$ cat src/rtl/vga_pattern_core.sv
// Parametrised video timing generator with four runtime-selectable test patterns.
// Optional build macro PATTERN_SCROLL_EN adds a per-frame horizontal scroll of patterns 0-2.
module vga_pattern_core #(
  parameter int H_ACTIVE  = 640,
  parameter int H_FP      = 16,
  parameter int H_SYNC    = 96,
  parameter int H_BP      = 48,
  parameter int V_ACTIVE  = 480,
  parameter int V_FP      = 10,
  parameter int V_SYNC    = 2,
  parameter int V_BP      = 33,
  parameter bit HSYNC_POL = 1'b0,
  parameter bit VSYNC_POL = 1'b0,
  parameter int PIX_SZ    = 4,
  parameter int BAR_COUNT = 8,
  localparam int H_TOTAL  = H_ACTIVE + H_FP + H_SYNC + H_BP,
  localparam int V_TOTAL  = V_ACTIVE + V_FP + V_SYNC + V_BP,
  localparam int HSZ      = $clog2(H_TOTAL),
  localparam int VSZ      = $clog2(V_TOTAL)
) (
  input  logic              clk_i,
  input  logic              rstn_i,
  input  logic              en_i,
  input  logic [1:0]        mode_i,
  output logic [PIX_SZ-1:0] o_r,
  output logic [PIX_SZ-1:0] o_g,
  output logic [PIX_SZ-1:0] o_b,
  output logic              o_hsync,
  output logic              o_vsync,
  output logic              o_de,
  output logic [HSZ-1:0]    hcount_o,
  output logic [VSZ-1:0]    vcount_o,
  output logic [7:0]        frame_o,
  output logic              sof_o
);
  localparam int BAR_W = H_ACTIVE / BAR_COUNT;

  logic [HSZ-1:0]    h_q, h_d;
  logic [VSZ-1:0]    v_q, v_d;
  logic [1:0]        mode_q, mode_d;
  logic              wrap_q, wrap_d;
  logic [7:0]        frame_q, frame_d;
  logic [PIX_SZ-1:0] r_q, r_d, g_q, g_d, b_q, b_d;
  logic              hs_q, hs_d, vs_q, vs_d, de_q, de_d, sof_q, sof_d;
  logic [HSZ-1:0]    hc_q, hc_d;
  logic [VSZ-1:0]    vc_q, vc_d;

  logic [31:0]       hw, vw, xw;
  logic              h_last, v_last, at_origin, de, hs_act, vs_act, grid;
  logic [1:0]        mode_eff;
  logic [HSZ-1:0]    x_eff;
  logic [2:0]        k, c;
  logic [PIX_SZ-1:0] pr, pg, pb;

  always_comb begin
    hw        = 32'(h_q);
    vw        = 32'(v_q);
    h_last    = (hw == 32'(H_TOTAL - 1));
    v_last    = (vw == 32'(V_TOTAL - 1));
    at_origin = (hw == 32'd0) && (vw == 32'd0);
    de        = (hw < 32'(H_ACTIVE)) && (vw < 32'(V_ACTIVE));
    hs_act    = (hw >= 32'(H_ACTIVE + H_FP)) && (hw < 32'(H_ACTIVE + H_FP + H_SYNC));
    vs_act    = (vw >= 32'(V_ACTIVE + V_FP)) && (vw < 32'(V_ACTIVE + V_FP + V_SYNC));
    // The pixel at the frame origin already uses the newly latched mode
    mode_eff  = at_origin ? mode_i : mode_q;
  end

`ifdef PATTERN_SCROLL_EN
  logic [HSZ-1:0] off_q, off_d;
  logic [HSZ:0]   xs;

  // Offset advances together with the frame counter so it is constant within a frame
  always_comb begin
    off_d = off_q;
    if (en_i && at_origin && wrap_q)
      off_d = (32'(off_q) == 32'(H_ACTIVE - 1)) ? '0 : off_q + HSZ'(1);
    xs    = {1'b0, h_q} + {1'b0, off_d};
    x_eff = (32'(xs) >= 32'(H_ACTIVE)) ? HSZ'(32'(xs) - 32'(H_ACTIVE)) : xs[HSZ-1:0];
  end

  always_ff @(posedge clk_i) begin
    if (!rstn_i) off_q <= '0;
    else         off_q <= off_d;
  end
`else
  always_comb x_eff = h_q;
`endif

  // Bar index by constant comparator chain; only k mod 8 matters for colour
  always_comb begin
    xw = 32'(x_eff);
    k  = '0;
    for (int i = 1; i < BAR_COUNT; i++)
      if (xw >= 32'(i * BAR_W)) k = 3'(i);
    c    = ~k;
    grid = (xw[4:0] == 5'd0) || (vw[4:0] == 5'd0) ||
           (xw == 32'(H_ACTIVE - 1)) || (vw == 32'(V_ACTIVE - 1));
    pr = '0;
    pg = '0;
    pb = '0;
    case (mode_eff)
      2'd0: begin
        pr = c[2] ? '1 : '0;
        pg = c[1] ? '1 : '0;
        pb = c[0] ? '1 : '0;
      end
      2'd1: begin
        pr = grid ? '1 : '0;
        pg = grid ? '1 : '0;
        pb = grid ? '1 : '0;
      end
      2'd2: begin
        pr = x_eff[HSZ-1 -: PIX_SZ];
        pg = v_q[VSZ-1 -: PIX_SZ];
      end
      default: begin
        pr = {1'b1, {(PIX_SZ-1){1'b0}}};
        pg = {1'b1, {(PIX_SZ-1){1'b0}}};
        pb = {1'b1, {(PIX_SZ-1){1'b0}}};
      end
    endcase
  end

  always_comb begin
    h_d     = '0;
    v_d     = '0;
    wrap_d  = 1'b0;
    mode_d  = mode_q;
    frame_d = frame_q;
    r_d     = '0;
    g_d     = '0;
    b_d     = '0;
    hs_d    = ~HSYNC_POL;
    vs_d    = ~VSYNC_POL;
    de_d    = 1'b0;
    sof_d   = 1'b0;
    hc_d    = '0;
    vc_d    = '0;
    if (en_i) begin
      h_d    = h_last ? '0 : h_q + HSZ'(1);
      v_d    = h_last ? (v_last ? '0 : v_q + VSZ'(1)) : v_q;
      wrap_d = h_last && v_last;
      if (at_origin) begin
        mode_d = mode_i;
        // Only a real wrap counts; the first frame after reset/enable stays put
        if (wrap_q) frame_d = frame_q + 8'd1;
      end
      r_d   = de ? pr : '0;
      g_d   = de ? pg : '0;
      b_d   = de ? pb : '0;
      hs_d  = hs_act ? HSYNC_POL : ~HSYNC_POL;
      vs_d  = vs_act ? VSYNC_POL : ~VSYNC_POL;
      de_d  = de;
      sof_d = at_origin;
      hc_d  = h_q;
      vc_d  = v_q;
    end
  end

  always_ff @(posedge clk_i) begin
    if (!rstn_i) begin
      h_q     <= '0;
      v_q     <= '0;
      wrap_q  <= 1'b0;
      mode_q  <= '0;
      frame_q <= '0;
      r_q     <= '0;
      g_q     <= '0;
      b_q     <= '0;
      hs_q    <= ~HSYNC_POL;
      vs_q    <= ~VSYNC_POL;
      de_q    <= 1'b0;
      sof_q   <= 1'b0;
      hc_q    <= '0;
      vc_q    <= '0;
    end else begin
      h_q     <= h_d;
      v_q     <= v_d;
      wrap_q  <= wrap_d;
      mode_q  <= mode_d;
      frame_q <= frame_d;
      r_q     <= r_d;
      g_q     <= g_d;
      b_q     <= b_d;
      hs_q    <= hs_d;
      vs_q    <= vs_d;
      de_q    <= de_d;
      sof_q   <= sof_d;
      hc_q    <= hc_d;
      vc_q    <= vc_d;
    end
  end

  assign o_r      = r_q;
  assign o_g      = g_q;
  assign o_b      = b_q;
  assign o_hsync  = hs_q;
  assign o_vsync  = vs_q;
  assign o_de     = de_q;
  assign hcount_o = hc_q;
  assign vcount_o = vc_q;
  assign frame_o  = frame_q;
  assign sof_o    = sof_q;
endmodule
$ cat config.mk
export PLATFORM = sky130hd
export DESIGN_NAME = vga_pattern_core
export DESIGN_NICKNAME = d
export VERILOG_FILES = /design/src/rtl/vga_pattern_core.sv
export SDC_FILE = /design/constraint.sdc
export NUM_CORES = 1
export LEC_CHECK = 0
export ABC_CLOCK_PERIOD_IN_PS = 2040
export BUFFER_PORTS_ARGS = -buffer_cell sky130_fd_sc_hd__clkbuf_2
export CAP_MARGIN = 5
export CORE_MARGIN = 1.5
export CORE_UTILIZATION = 50
export DETAILED_ROUTE_END_ITERATION = 7
export MAX_ROUTING_LAYER = met4
export PLACE_DENSITY = 0.75
export SYNTH_ARGS = -nofsm -noshare
export SYNTH_HDL_FRONTEND = slang
export SYNTH_SLANG_ARGS = --single-unit
export TNS_END_PERCENT = 20
$ cat constraint.sdc
create_clock -name clk_i -period 2.04 [get_ports clk_i]
set_input_delay 0.102 -clock clk_i [delete_from_list [all_inputs] [get_ports clk_i]]
set_output_delay 0.102 -clock clk_i [all_outputs]
set_load 0.03 [all_outputs]
==> results.toml <==
[cells_and_area]
areaGrowthSynthToFinish_pct = 31.0
drive_gt1_frac = 0.342
fin_nets = 389
diodes = 0
fillCellCount = 408
regArea_sq_um = 1300
fin_util = 0.693
multi_input_area_sq_um = 1420

[clock_network]
path_clk_slew_ns = 0.06
postCtsHoldBufs = 0
clockBufferDepth = 2
clock-sinks = 65
insertion_delay_ns = 0.34
cts_tree = "yes"
root_buffer = "clkbuf_8"
h-tree-depth = 3
cts_buffers = 9

[detailed_routing]
drcViolationCount = 0
wirelength_um = 6030
ant_nets = 0
first_pass_iters = 5
wire_per_inst_um = 13.3
vias = 2337
avgViaCountPerCell = 5.16
drt_iter0_markers = 108

[worst_setup_path]
crit_required_ns = 2.27
max_stage_delay_ns = 0.46
cp_max_fo = 3
critPathArrivalTime_ns = 2.27
cp_slowest_cell = "or4_4"
endpoint_kind = "flop"
timing_worst_setup_path_type = "flop to flop"
crit_chain = "inv_2 > ha_4 > nor4b_4 > nand2_1 > or4_4 > and4_4 > nand2b_1 > o221a_1"
cp-start-kind = "flop"

[global_routing]
grt_max_degree = 22
antenna_found_initial = 0
grt_pass1_vias = 2189
grt_pass1_wl_um = 9910
grt_usage = 0.218
grt_overflow_total = 0

[placement]
place_ws_ns = -0.000370
dp_hpwl_um = 4290
io_buffer_count = 48
globalplace.congestion = 0.843

[sta]
setup_violations = 1
worst_clock_skew_ns = 0.00899
fmax_mhz = 490
finalCritPeriodShare = 1.00
worst_pin_slew_ns = 0.374
slew_violations = 0
setup_ws_ns = -0.0000224
finalHoldViolCount = 0
rsz0062_at_grt = "yes"
period_needed_ns = 2.04
relSlewSlack = 0.749

[pwr]
clock_power_share = 0.431
switching_share = 0.222
p_seq_frac = 0.488
leakagePower_nw = 1.57
p_per_area_nw_per_um2 = 736
power_switching_mw = 0.589
p_comb_frac = 0.081
internal_power_mw = 2.07
ir_drop_mv = 0.467

[logic_synthesis]
ys_ff_latch = 65
ys_top_cells_by_count = "dfxtp_1 (65), nor2_1 (35), nand2_1 (17)"
netlist-cell-type-count = 50
synth-seq-area-share = 0.473
synth_ff_type = "dfxtp_1"
synth.most_common_cell = "dfxtp_1"
syn-num-nets = 309
synthCells = 299
syn_area_sq_um = 2750
synthArstFlopShare = 0
ys_warn_count = 0
synth_area_leaders = "dfxtp_1 (47%), nor2_1 (4.8%), xnor2_1 (4.8%), and3_1 (3.4%), nand4_1 (2.7%)"
synth_top_area_cell = "dfxtp_1"
yosysTopAreaCellShare = 0.473
synth-edff-count = 0
avgSynthCellArea_sq_um = 9.21

[floorplanning]
start_util = 0.529
boundaryPins = 49
dieHeight_um = 77.2
core_area_sq_um = 5200
dieWidth_um = 77.2
dieArea_sq_um = 5960
rows = 26

[run]
cap_violations = 0

[min_path]
hp-class = "primary input to flop"

[run_status]
violations = "negative setup slack"
outcome = "finished, violations left"
cell type report:
cell class              count  area share
multi-input cells         204       0.394
clock inverters             2     0.00971
flip-flops and latches     65       0.361
well taps                  70      0.0243
inverters                  12      0.0125
repair buffers             87       0.149
clock buffers              13      0.0496
through the flow:
stage | instance area, sq um | hold WS, ns | setup TNS, ns | std cells | total power [mW]
final | 3610 | 0.110 | -0.0000224 | 453 | 2.66
after CTS | 3530 | 0.0926 | 0 | 452 | 2.66
after floorplan | 2780 | 0.268 | 0 | 299 | 1.45
after detailed placement | 3300 | 0.446 | -0.000370 | 436 | 1.52
after global routing | 3610 | 0.141 | -0.970 | 453 | 2.75
after global placement | 3300 | 0.437 | 0 | 436 | 1.51
cell families after synthesis:
family / Yosys count / synth area share
adders and majority gates: 6 / 0.0264
and+or+nand+nor: 138 / 0.288
muxes: 7 / 0.0259
xor gates and xnor gates: 23 / 0.0732
AOI/OAI and AO/OA: 30 / 0.0695
buffers and inverters: 30 / 0.0445
DFF: 65 / 0.473
critical path, delay by kind of cell, from the launching register on:
family	cells	cell delay, ns
AO/OA/AOI/OAI	1	0.21
buffers and inverters	1	0.07
AND/OR/NAND/NOR	5	1.21
adder cells (fa/ha/maj)	1	0.12
flip-flops	1	0.32
layout by cell type (no fill, tap or decap), types with 4 or more instances in the layout:
cell / count
inv_1: 10
mux2i_1: 4
ha_1: 4
and3_1: 14
clkbuf_2: 48
nand3_1: 11
nor2_1: 35
xnor2_1: 15
nand2_1: 17
buf_4: 38
nor3_1: 5
dfxtp_1: 63
a21oi_1: 12
nand4_1: 12
xor2_1: 8
o21ai_0: 5
clkbuf_8: 13
and2_1: 8
nor2b_1: 7
final timing paths:
check             startpoint           to  slack, ns  depth (start not counted)
setup / recovery      h_q[1]       o_r[3]   -0.00002                          8
hold / removal     mode_i[1]    mode_q[1]       0.11                          3
setup reg to reg      h_q[1]       o_r[3]   -0.00002                          8
hold reg to reg       v_q[1]  vcount_o[1]       0.49                          2
routing by layer:
| metal | up-vias | routed length [um] | global-route usage |
|---|---|---|---|
| li1 | 1182 | - | - |
| met1 | 1083 | 2700 | 0.255 |
| met2 | 64 | 2940 | 0.352 |
| met3 | 8 | 329 | 0.0702 |
| met4 | 0 | 70 | 0.0782 |
| met5 | - | 0 | - |
power by group through the flow:
stage | Clock, mW | Sequential (mW) | Combinational (mW)
after floorplan | 0 | 1.36 | 0.0980
after global placement | 0 | 1.32 | 0.190
after detailed placement | 0 | 1.32 | 0.193
after CTS | 1.16 | 1.30 | 0.197
after global routing | 1.22 | 1.30 | 0.230
final | 1.14 | 1.30 | 0.214
timing repair:
item,4_1_cts,5_1_grt
gates resized for setup,1,17
setup buffers,1,1
gates cloned,0,0
pin swaps,2,6
hold endpoints to repair,0,0
endpoints found under the setup margin,4,26
registers in the layout, summed over array words and instances, names as in the netlist, 4 cells and up:
signal	flops
o_r	4
frame_o	8
vcount_o	10
hcount_o	10
o_g	4
h_q	10
v_q	10
(Power assumes the default switching activity.)
